==> src/rtl/wave_read_scheduler.sv <==
// Read-port scheduler for the dual-bank waveform RAM: display/aux arbitration, per-frame bank
// latch and frame-idle tracking for capture bank swaps. Optional macro: AUX_IDLE_ONLY_EN.
module wave_read_scheduler #(
  parameter int unsigned ADDR_WIDTH  = 12,
  parameter int unsigned DATA_WIDTH  = 8,
  parameter int unsigned SAMPLES     = 640,
  parameter int unsigned RAM_LATENCY = 1
) (
  input  logic                  clk,
  input  logic                  reset,
  input  logic                  read_index,
  input  logic                  frame_start,
  input  logic                  frame_active,
  input  logic                  disp_req,
  input  logic [ADDR_WIDTH-2:0] disp_index,
  output logic [DATA_WIDTH-1:0] disp_data,
  output logic                  disp_data_valid,
  input  logic                  aux_req,
  input  logic [ADDR_WIDTH-2:0] aux_index,
  output logic                  aux_gnt,
  output logic [DATA_WIDTH-1:0] aux_data,
  output logic                  aux_data_valid,
  output logic [ADDR_WIDTH-1:0] ram_read_address,
  input  logic [DATA_WIDTH-1:0] ram_read_data,
  output logic                  wave_display_idle
);

  localparam int unsigned Depth = RAM_LATENCY + 1;
  localparam logic [2:0] DrainLoad = 3'(Depth);
  localparam logic [DATA_WIDTH-1:0] Midscale = {1'b1, {(DATA_WIDTH-1){1'b0}}};

  typedef enum logic [1:0] {StIdle, StActive, StDrain} state_e;

  state_e                  state_q;
  logic                    bank_q;
  logic                    frame_active_q;
  logic [2:0]              drain_q;
  logic                    idle_q;
  logic [ADDR_WIDTH-1:0]   addr_q;
  logic [Depth-1:0]        pipe_valid_q;
  logic [Depth-1:0]        pipe_aux_q;
  logic [Depth-1:0]        pipe_oob_q;
  logic [DATA_WIDTH-1:0]   disp_hold_q;
  logic [DATA_WIDTH-1:0]   aux_hold_q;

  logic                    bank_eff;
  logic                    aux_take;
  logic                    accept;
  logic [ADDR_WIDTH-2:0]   sel_index;
  logic                    sel_oob;
  logic [DATA_WIDTH-1:0]   ret_data;

  // A frame_start in the same cycle as a read must already steer that read to the new bank.
  assign bank_eff = frame_start ? read_index : bank_q;

`ifdef AUX_IDLE_ONLY_EN
  assign aux_take = ~reset & aux_req & ~disp_req & (state_q == StIdle);
`else
  assign aux_take = ~reset & aux_req & ~disp_req;
`endif

  assign accept    = disp_req | aux_take;
  assign sel_index = disp_req ? disp_index : aux_index;
  assign sel_oob   = 32'(sel_index) >= SAMPLES;
  assign ret_data  = pipe_oob_q[Depth-1] ? Midscale : ram_read_data;

  // The last pipeline slot lines up with ram_read_data; the hold registers keep the last sample.
  assign disp_data_valid   = pipe_valid_q[Depth-1] & ~pipe_aux_q[Depth-1];
  assign aux_data_valid    = pipe_valid_q[Depth-1] & pipe_aux_q[Depth-1];
  assign disp_data         = disp_data_valid ? ret_data : disp_hold_q;
  assign aux_data          = aux_data_valid ? ret_data : aux_hold_q;
  assign aux_gnt           = aux_take;
  assign ram_read_address  = addr_q;
  assign wave_display_idle = idle_q;

  always_ff @(posedge clk) begin
    if (reset) begin
      state_q        <= StIdle;
      bank_q         <= 1'b0;
      frame_active_q <= 1'b0;
      drain_q        <= 3'd0;
      idle_q         <= 1'b1;
      addr_q         <= '0;
      pipe_valid_q   <= '0;
      pipe_aux_q     <= '0;
      pipe_oob_q     <= '0;
      disp_hold_q    <= '0;
      aux_hold_q     <= '0;
    end else begin
      frame_active_q <= frame_active;
      if (frame_start) begin
        bank_q <= read_index;
      end
      if (accept) begin
        addr_q <= {bank_eff, sel_index};
      end
      pipe_valid_q <= {pipe_valid_q[Depth-2:0], accept};
      pipe_aux_q   <= {pipe_aux_q[Depth-2:0], aux_take};
      pipe_oob_q   <= {pipe_oob_q[Depth-2:0], sel_oob};
      if (disp_data_valid) begin
        disp_hold_q <= ret_data;
      end
      if (aux_data_valid) begin
        aux_hold_q <= ret_data;
      end

      case (state_q)
        StIdle: begin
          if (frame_start) begin
            state_q <= StActive;
            idle_q  <= 1'b0;
          end
        end
        StActive: begin
          if (!frame_start && frame_active_q && !frame_active) begin
            state_q <= StDrain;
            drain_q <= DrainLoad;
          end
        end
        StDrain: begin
          if (frame_start) begin
            state_q <= StActive;
            drain_q <= 3'd0;
          end else if (drain_q <= 3'd1) begin
            state_q <= StIdle;
            drain_q <= 3'd0;
            idle_q  <= 1'b1;
          end else begin
            drain_q <= drain_q - 3'd1;
          end
        end
        default: begin
          state_q <= StIdle;
          drain_q <= 3'd0;
          idle_q  <= 1'b1;
        end
      endcase
    end
  end

endmodule

==> config.mk <==
export PLATFORM = sky130hd
export DESIGN_NAME = wave_read_scheduler
export DESIGN_NICKNAME = d
export VERILOG_FILES = /design/src/rtl/wave_read_scheduler.sv
export SDC_FILE = /design/constraint.sdc
export NUM_CORES = 1
export LEC_CHECK = 0
export CAP_MARGIN = 20
export CORE_MARGIN = 2
export CORE_UTILIZATION = 45
export DETAILED_ROUTE_END_ITERATION = 6
export HOLD_SLACK_MARGIN = 0.15
export PLACE_DENSITY = 0.81
export SLEW_MARGIN = 20
export SYNTH_ARGS = -nofsm -noshare
export SYNTH_HDL_FRONTEND = slang
export SYNTH_SLANG_ARGS = --single-unit
==> constraint.sdc <==
create_clock -name clk -period 2.5 [get_ports clk]
set_clock_uncertainty 0.05 [all_clocks]
set_input_delay 0.5 -clock clk [delete_from_list [all_inputs] [get_ports clk]]
set_output_delay 0.5 -clock clk [all_outputs]
set_load 0.01 [all_outputs]
==> results.toml, run 1 <==
[floorplanning]
std_cell_rows = 23
core_sq_um = 4000
die_w_um = 68.5
initial_core_util_pct = 46.9
die_h_um = 68.5
die_area_sq_um = 4700
io_pins = 69

[logic_synthesis]
syn_inst = 219
synth_cell_types = 31
synth_area_sq_um = 1870
yosysSeqAreaShare_pct = 44.9
synth_nets = 262
ys_warn_count = 0
ys_ff_latch = 42
avgSynthCellArea_sq_um = 8.56

[worst_setup_path]
arrival_ps = 1840
crit_path_start = "ram_read_data[1]"
critPathCaptureType = "primary output"
start_kind = "primary input"
r2r_slack_ps = 770
worstSetupPathType = "primary input to primary output"
worstReg2RegStart = "state_q[0]"
cp-endpoint = "aux_data[1]"
worst_r2r_endpoint = "drain_q[2]"
cp.required_ps = 1950
rr_worst_depth = 6
crit_fanout = 2

[sta]
rsz0062_at_grt = "no"
slew_viol_final = 0
tns_ps = 0
fin_crit_sh_pct = 95.5
worst_slew_pin_slew_ps = 455
report.final.hold_viol_count = 0
relSlewSlack_pct = 69.6
setup_viol = 0
finalCriticalPeriod_ps = 2390
fmax_mhz = 419
hold_slack_ps = 395

[drt]
routed_via_density = 4.95
firstDrtPassIters = 4
vias = 1664
wl_per_cell_um = 12.0
ant_nets = 0
wl_mm = 4.02
detail_route.iter0.violations = 58
drc = 0

[power_and_ir_drop]
power_uw = 1750
p_leak_uw = 0.00107
ir_drop_mv = 0.309
powerDensity_nw_per_um2 = 645

[grt]
grt_pass1_wl_mm = 6.65
grtUsageTotal_pct = 19.2
grt_pass1_vias = 1497
grt_overflow_total = 0
grt_max_degree = 45
antenna_found_initial = 0

[finish]
layout.cells.non_filler = 336
area_growth_pct = 44.5
nets = 328
final_util_pct = 67.7
antennaDiodeCount = 0
drive_above_1_share_pct = 6.29

[run_status]
status = "finished clean"

[cts]
clock_path_buffers = 2
cts_hold_buf = 0
cts_made_buffers = 5
htreeDepth = 2
clock_sinks = 42
cts_setup_buffers = 0
clk_latency_ps = 300
cts_tree = "yes"
clk_pin_slew_ps = 80
cts_root_buffer = "clkbuf_8"

[run]
drv_cap = 0

[placed_design]
port_buffers = 68
dpl.hpwl_mm = 2.81
place_congestion = 0.805
dp_cells = 328

[worst_hold_path]
min_path_type = "flip-flop to flip-flop"
[stage by stage]
stage	cell area (sq um)	setup slack, ps
after floorplan	1870	711
after global placement	2590	98.5
after detailed placement	2590	95.8
after CTS	2700	19.4
after global routing	2710	37.3
final	2710	112
[Yosys cell counts, drive strengths merged]
cell	number	area (sq um)
a211oi	1	7.51
a21o	1	7.51
a21oi	15	78.8
a221oi	2	23.8
a31o	2	17.5
a32o	1	10.0
buf	4	18.8
clkbuf	8	30.0
dfxtp	42	841
ha	6	75.1
inv	7	26.3
mux2i	11	110
nand2	18	67.6
nand2b	12	82.6
nand3	1	5.00
nand3b	1	7.51
nand4	3	18.8
nor2	28	105
nor2b	25	156
nor3	3	15.0
nor3b	3	22.5
o21ai	20	100
o22ai	1	12.5
o32ai	1	8.76
or2	1	6.26
or3	1	11.3
or3b	1	8.76
[final cells by class]
| type | count | area [sq um] |
|---|---|---|
| multi-input cells | 158 | 963 |
| well taps | 50 | 62.6 |
| repair buffers | 71 | 706 |
| fillers | 345 | 1290 |
| clock buffers | 6 | 72.6 |
| inverters | 7 | 26.3 |
| flip-flops and latches | 42 | 841 |
| clock inverters | 2 | 37.5 |
[state kept, by name, indices dropped and copies added, names as in the netlist]
| name | flops |
|---|---|
| bank_q | 1 |
| pipe_valid_q | 2 |
| drain_q | 3 |
| ram_read_address | 12 |
| wave_display_idle | 1 |
| frame_active_q | 1 |
| pipe_aux_q | 2 |
| disp_hold_q | 8 |
| state_q | 2 |
| pipe_oob_q | 2 |
| aux_hold_q | 8 |
[kinds of logic after synthesis]
kind of cell | after synthesis | synth area share (%)
and+or+nand+nor | 97 | 27.0
AOI/OAI and AO/OA | 44 | 14.2
DFF | 42 | 44.9
buffers and inverters | 19 | 4.01
muxes | 11 | 5.87
adders and majority gates | 6 | 4.01
[per-layer routing]
layer | part of all wire (%) | track usage [%] | wire, um | vias to the layer above
li1 | - | - | - | 860
met5 | 0 | 0 | 0 | -
met4 | 1.5 | 8.25 | 59 | 0
met2 | 48 | 30.2 | 1910 | 45
met3 | 7.1 | 8.77 | 285 | 6
met1 | 44 | 22.4 | 1760 | 753
[worst max-delay path, stage by stage]
cell and delay (ps):
clkdlybuf4s50_1 460, nand2b_1 60, o21ai_0 210, clkdlybuf4s50_1 590
[cell usage in the layout, fill, tap and decap left out]
cell type,synthesis,final
nand2_2,0,1
nand2b_4,1,1
a21o_1,1,1
clkbuf_1,8,1
a21oi_2,1,1
a21oi_1,14,14
or3_4,1,1
clkbuf_8,0,5
or2_2,1,1
nor3_1,3,3
nand2b_1,11,10
nand2b_2,0,1
clkdlybuf4s50_1,0,67
o32ai_1,1,1
dlymetal6s2s_1,0,1
inv_1,7,7
nand3b_1,1,1
o21ai_0,20,18
a31o_1,2,2
a221oi_1,1,1
nand2_1,18,17
mux2i_1,11,11
nand3_1,1,1
ha_1,6,6
o22ai_2,1,1
nor2b_1,25,25
bufinv_16,0,1
buf_4,0,3
nand4_1,3,3
o21ai_1,0,2
a32o_1,1,1
a221oi_2,1,1
or3b_1,1,1
nor2_1,28,28
a211oi_1,1,1
dfxtp_1,42,42
clkinvlp_4,0,1
nor3b_1,3,3
[report_power, final]
group	total [uW]	internal, uW	switching, uW
clock	528	298	230
sequential	746	718	27.4
combinational	474	243	231
total	1750	1260	489
[how the worst min path moves through the flow]
stage / cells after the start / end / start / slack, ps
final: 1 / pipe_oob_q[1] / pipe_oob_q[0] / 400
after global routing: 1 / pipe_aux_q[1] / pipe_aux_q[0] / 420
after CTS: 1 / pipe_oob_q[1] / pipe_oob_q[0] / 400
after detailed placement: 1 / pipe_oob_q[1] / pipe_oob_q[0] / 380
after global placement: 1 / pipe_aux_q[1] / pipe_aux_q[0] / 370
after floorplan: 1 / pipe_aux_q[1] / pipe_aux_q[0] / 360
[what timing repair did]
item / CTS / global route
endpoints found under the hold margin: 0 / 0
resized for setup: 1 / 4
setup endpoints to repair: 1 / 9
(Power assumes the default switching activity.)
==> inputs of run 2 (changes only) <==
DONT_BUFFER_PORTS = 1   (was default)
HOLD_SLACK_MARGIN = default   (was 0.15)
PLACE_DENSITY = default   (was 0.81)
==> run 2 against run 1 <==
Against the previous run: count of clock-buffer cells in the layout is the same; register-to-register slack lost 30 ps; non-clock buffer count shrank 71; sequential power grew 2%; die area is the same; cell count shrank 21%; critical path type is now flip-flop to primary output.
==> results.toml, run 2 (same netlist as run 1, synthesis figures left out) <==
[cts]
htreeDepth = 2
ctsResizeCount = 0
cts_setup_buffers = 0
cts_root_buffer = "clkbuf_8"
clock_path_buffers = 2
cts_hold_buf = 0
cts_tree = "yes"
clock_sinks = 42
clk_pin_slew_ps = 80
clk_latency_ps = 290
cts_made_buffers = 5

[worst_hold_path]
min_from = "reset"
holdPathStages = 1
min_path_type = "primary input to flip-flop"
whs_endpoint = "disp_hold_q[0]"

[run]
drv_cap = 0

[worst_setup_path]
arrival_ps = 1490
critPathCaptureType = "primary output"
slowest_delay_ps = 510
crit_path_cell_trace = "nand2b_1, o21ai_0"
crit_family = "compound AO/OA/AOI/OAI gates"
worst_r2r_endpoint = "drain_q[2]"
r2r_slack_ps = 740
cp.required_ps = 1950
worstReg2RegStart = "state_q[1]"
start_kind = "flip-flop"
crit_buf_inv = 0
crit_fanout = 17
cpMaxStageDelayCell = "o21ai_0"
worstSetupPathType = "flip-flop to primary output"
rr_worst_depth = 6

[floorplanning]
die_w_um = 68.5
io_pins = 69
die_h_um = 68.5
initial_core_util_pct = 46.9
std_cell_rows = 23
die_area_sq_um = 4700
core_sq_um = 4000

[sta]
fmax_mhz = 491
finalCriticalPeriod_ps = 2040
rsz0062_at_grt = "no"
hold_slack_ps = 217
relSlewSlack_pct = 64.3
setup_viol = 0
worst_slew_pin_slew_ps = 536
report.final.hold_viol_count = 0
fin_crit_sh_pct = 81.5
tns_ps = 0
slew_viol_final = 0

[drt]
drc = 0
wl_per_cell_um = 14.1
ant_nets = 0
routed_via_density = 5.43
vias = 1438
firstDrtPassIters = 4
detail_route.iter0.violations = 102
wl_mm = 3.74

[grt]
grtUsageTotal_pct = 16.9
grt_max_degree = 46
grt_overflow_total = 0
grt_pass1_wl_mm = 5.86
antenna_found_initial = 0
grt_pass1_vias = 1394

[placed_design]
port_buffers = 0
dpl.hpwl_mm = 2.61
place_congestion = 0.707

[run_status]
status = "finished clean"

[power_and_ir_drop]
powerDensity_nw_per_um2 = 803
ir_drop_mv = 0.372
power_uw = 1610
p_leak_uw = 0.000780

[finish]
final_common_cell = "dfxtp_1"
antennaDiodeCount = 0
nFillCells = 414
area_growth_pct = 6.61
final_cell_mix = "dfxtp_1 (42), nor2_1 (28), nor2b_1 (25)"
largest_reg_flops = 12
drive_above_1_share_pct = 6.05
nets = 257
==> run 2: worst register-to-register path, delay by kind of cell, from the launching register on <==
kind                     cells  cell delay [ps]
adder cells (fa/ha/maj)      1              250
AO/OA/AOI/OAI                3              570
AND/OR/NAND/NOR              1              320
buffers and inverters        1              100
flip-flops                   1              370
==> run 2: metal layers <==
layer  vias up  share of wire, %  global-route usage (%)  wire, um
met5         -                 0                       0         0
met4         0               1.2                    6.25        43
met3         4               7.0                    6.82       260
met2        40                49                    29.3      1850
met1       672                42                    18.4      1580
li1        722                 -                       -         -
==> run 2: power by group <==
| part | leakage, uW | total, uW | switching [uW] | internal [uW] |
|---|---|---|---|---|
| Clock | 0.0000514 | 526 | 229 | 298 |
| Sequential | 0.000344 | 760 | 41.8 | 718 |
| Combinational | 0.000384 | 318 | 178 | 140 |
==> run 2: how the worst max path moves through the flow <==
stage / start / endpoint / slack (ps) / depth (start not counted)
detailed placement: state_q[0] / drain_q[2] / 740 / 6
global route: pipe_aux_q[1] / disp_data[5] / 290 / 2
finish: pipe_aux_q[1] / disp_data[3] / 460 / 2
floorplan: aux_req / aux_gnt / 710 / 3
global placement: pipe_aux_q[1] / disp_data[6] / 800 / 2
CTS: pipe_aux_q[1] / disp_data[3] / 440 / 2
==> run 2: metrics by stage <==
step                std cells  util (%)  worst slack (ps)  instance area, sq um
finish                    265      50.0               462                  2000
global route              265      50.0               288                  2000
CTS                       265      50.0               439                  2000
detailed placement        257      47.2               742                  1890
global placement          257      47.2               804                  1890
floorplan                 219         -               711                  1870
==> run 2: cell type report <==
type | instances | area [sq um] | share of cell area [%]
clock buffer | 6 | 72.6 | 3.63
tap | 50 | 62.6 | 3.13
sequential | 42 | 841 | 42.1
multi-input combinational | 158 | 958 | 48.0
inverter | 7 | 26.3 | 1.31
clock inverter | 2 | 37.5 | 1.88
==> inputs of run 3 (changes only) <==
clock period = 1.7 ns   (was 2.5 ns; I/O delays follow)
==> run 3 against run 2 <==
Against the previous run: worst setup slack got worse by 410 ps; wire length rose by 1.2%; global-route usage rose by 0.10 points; highest routed layer unchanged; largest cell class unchanged; largest power group unchanged; cell count rose by 2.6%; via count rose by 2.1%; sequential cell count did not move.
==> results.toml, run 3 (same netlist as run 1, synthesis figures left out) <==
[sta]
slew_viol_final = 0
fin_crit_sh_pct = 96.8
setup_viol = 0
fin_ws_ps = 54.5
report.final.hold_viol_count = 0
rsz0062_at_grt = "no"
relSlewSlack_pct = 73.1
tns_ps = 0
fmax_mhz = 608
worst_slew_pin_slew_ps = 400
finalCriticalPeriod_ps = 1650

[worst_setup_path]
crit_fanout = 3
r2r_slack_ps = 50
worst-path-stages = 6
crit_buf_inv = 1
crit_family = "simple AND/OR/NAND/NOR gates"
worstReg2RegStart = "drain_q[1]"
cpMaxStageDelayCell = "or3b_1"
slowest_delay_ps = 390
critPathCaptureType = "flip-flop"
rr_worst_depth = 6
worstSetupPathType = "flip-flop to flip-flop"
arrival_ps = 1780
cp.required_ps = 1840
crit_path_cell_trace = "inv_1, ha_1, nor2b_1, or3b_1, a31o_1, a21o_1"
start_kind = "flip-flop"
worst_r2r_endpoint = "wave_display_idle"

[grt]
grt_pass1_wl_mm = 5.90
grt_max_degree = 46
grt_overflow_total = 0
antenna_found_initial = 0
grt_pass1_vias = 1403
grtUsageTotal_pct = 17.0

[finish]
nFillCells = 380
area_growth_pct = 11.5
final_common_cell = "dfxtp_1"
final_cell_mix = "dfxtp_1 (40), nor2_1 (28), nor2b_1 (25)"
nets = 265
drive_above_1_share_pct = 12.2
antennaDiodeCount = 0
largest_reg_flops = 12
final_util_pct = 52.2

[cts]
cts_setup_buffers = 0
htreeDepth = 2
cts_tree = "yes"
clk_latency_ps = 290
clock_path_buffers = 2
clock_sinks = 42
clk_pin_slew_ps = 70
cts_made_buffers = 5
cts_root_buffer = "clkbuf_8"

[power_and_ir_drop]
intPower_uw = 1780
swShare_pct = 27.2
pwr-share-clk_pct = 32.2
seqPwrFrac_pct = 45.9
power_frac_comb_pct = 21.9
ir_drop_mv = 0.633
p_leak_uw = 0.000838
powerDensity_nw_per_um2 = 1170
p_sw_uw = 663

[worst_hold_path]
holdPathStages = 1
min_path_type = "primary input to flip-flop"
min_from = "reset"
whs_endpoint = "state_q[0]"

[drt]
routed_via_density = 5.40
vias = 1468
ant_nets = 0
detail_route.iter0.violations = 37
firstDrtPassIters = 4
wl_mm = 3.78
drc = 0
wl_per_cell_um = 13.9

[floorplanning]
core_sq_um = 4000
die_w_um = 68.5
std_cell_rows = 23
die_area_sq_um = 4700
io_pins = 69
initial_core_util_pct = 46.9
die_h_um = 68.5

[run_status]
status = "finished clean"

[placed_design]
place_congestion = 0.799
place_ws_ps = 81.1
port_buffers = 0
dpl.hpwl_mm = 2.63

[run]
drv_cap = 0
==> run 3: cell types whose count changed in the layout (fill, tap and decap cells not counted), moves of 2 or more <==
cell and change:
buf_4 +7, ha_2 +2, o21ai_0 -12, nand2b_4 +2, o21ai_1 +12, dfxtp_2 +2, dfxtp_1 -2, ha_1 -2
==> run 3: final cells by class <==
class / instances / area (sq um) / area share (%)
Inverter: 7 / 26.3 / 1.26
Clock buffer: 6 / 82.6 / 3.95
Sequential cell: 42 / 843 / 40.4
Multi-Input combinational cell: 159 / 992 / 47.5
Tap cell: 50 / 62.6 / 2.99
Clock inverter: 1 / 30.0 / 1.44
Timing Repair Buffer: 7 / 52.6 / 2.51
==> run 3: timing repair <==
action	4_1_cts	5_1_grt
cloned	0	1
hold buffers	0	0
setup endpoints to repair	16	11
resized for setup	14	7
==> run 3: through the flow <==
step / hold slack [ps] / cells / total power, uW / instance area, sq um
2_1_floorplan: 364 / 219 / 1550 / 1870
3_3_place_gp: 361 / 264 / 1620 / 1940
3_5_place_dp: 362 / 264 / 1650 / 1940
4_1_cts: 52.9 / 271 / 2440 / 2060
5_1_grt: 44.5 / 272 / 2580 / 2090
6_report: 64.6 / 272 / 2440 / 2090
==> run 3: power by group through the flow <==
stage                     Combinational [uW]  Sequential (uW)  Clock (uW)
after CTS                                518             1120         805
after detailed placement                 509             1140           0
after floorplan                          424             1130           0
after global routing                     601             1130         847
after global placement                   480             1140           0
final                                    535             1120         786
==> run 3: worst reg2reg max path: cells and delay by family (launching register included) <==
family | cells | cell delay (ps)
AND/OR/NAND/NOR | 2 | 540
AO/OA/AOI/OAI | 2 | 350
flip-flops | 1 | 340
adder cells (fa/ha/maj) | 1 | 180
buffers and inverters | 1 | 80
==> run 3: per-layer routing <==
| metal | up-vias | wire [um] | part of all wire, % | global-route usage (%) |
|---|---|---|---|---|
| met1 | 692 | 1640 | 43 | 18.9 |
| met5 | - | 0 | 0 | 0 |
| met2 | 36 | 1880 | 50 | 29.7 |
| met3 | 5 | 211 | 5.6 | 5.36 |
| met4 | 0 | 55 | 1.5 | 7.25 |
| li1 | 735 | - | - | - |
==> run 3: how the worst max path moves through the flow <==
stage / start / to / slack, ps
4_1_cts: pipe_valid_q[1] / aux_data[5] / 20
6_report: drain_q[1] / wave_display_idle / 50
3_5_place_dp: drain_q[1] / wave_display_idle / 80
5_1_grt: state_q[0] / drain_q[0] / 3
2_1_floorplan: state_q[0] / drain_q[2] / 110
3_3_place_gp: drain_q[1] / wave_display_idle / 130
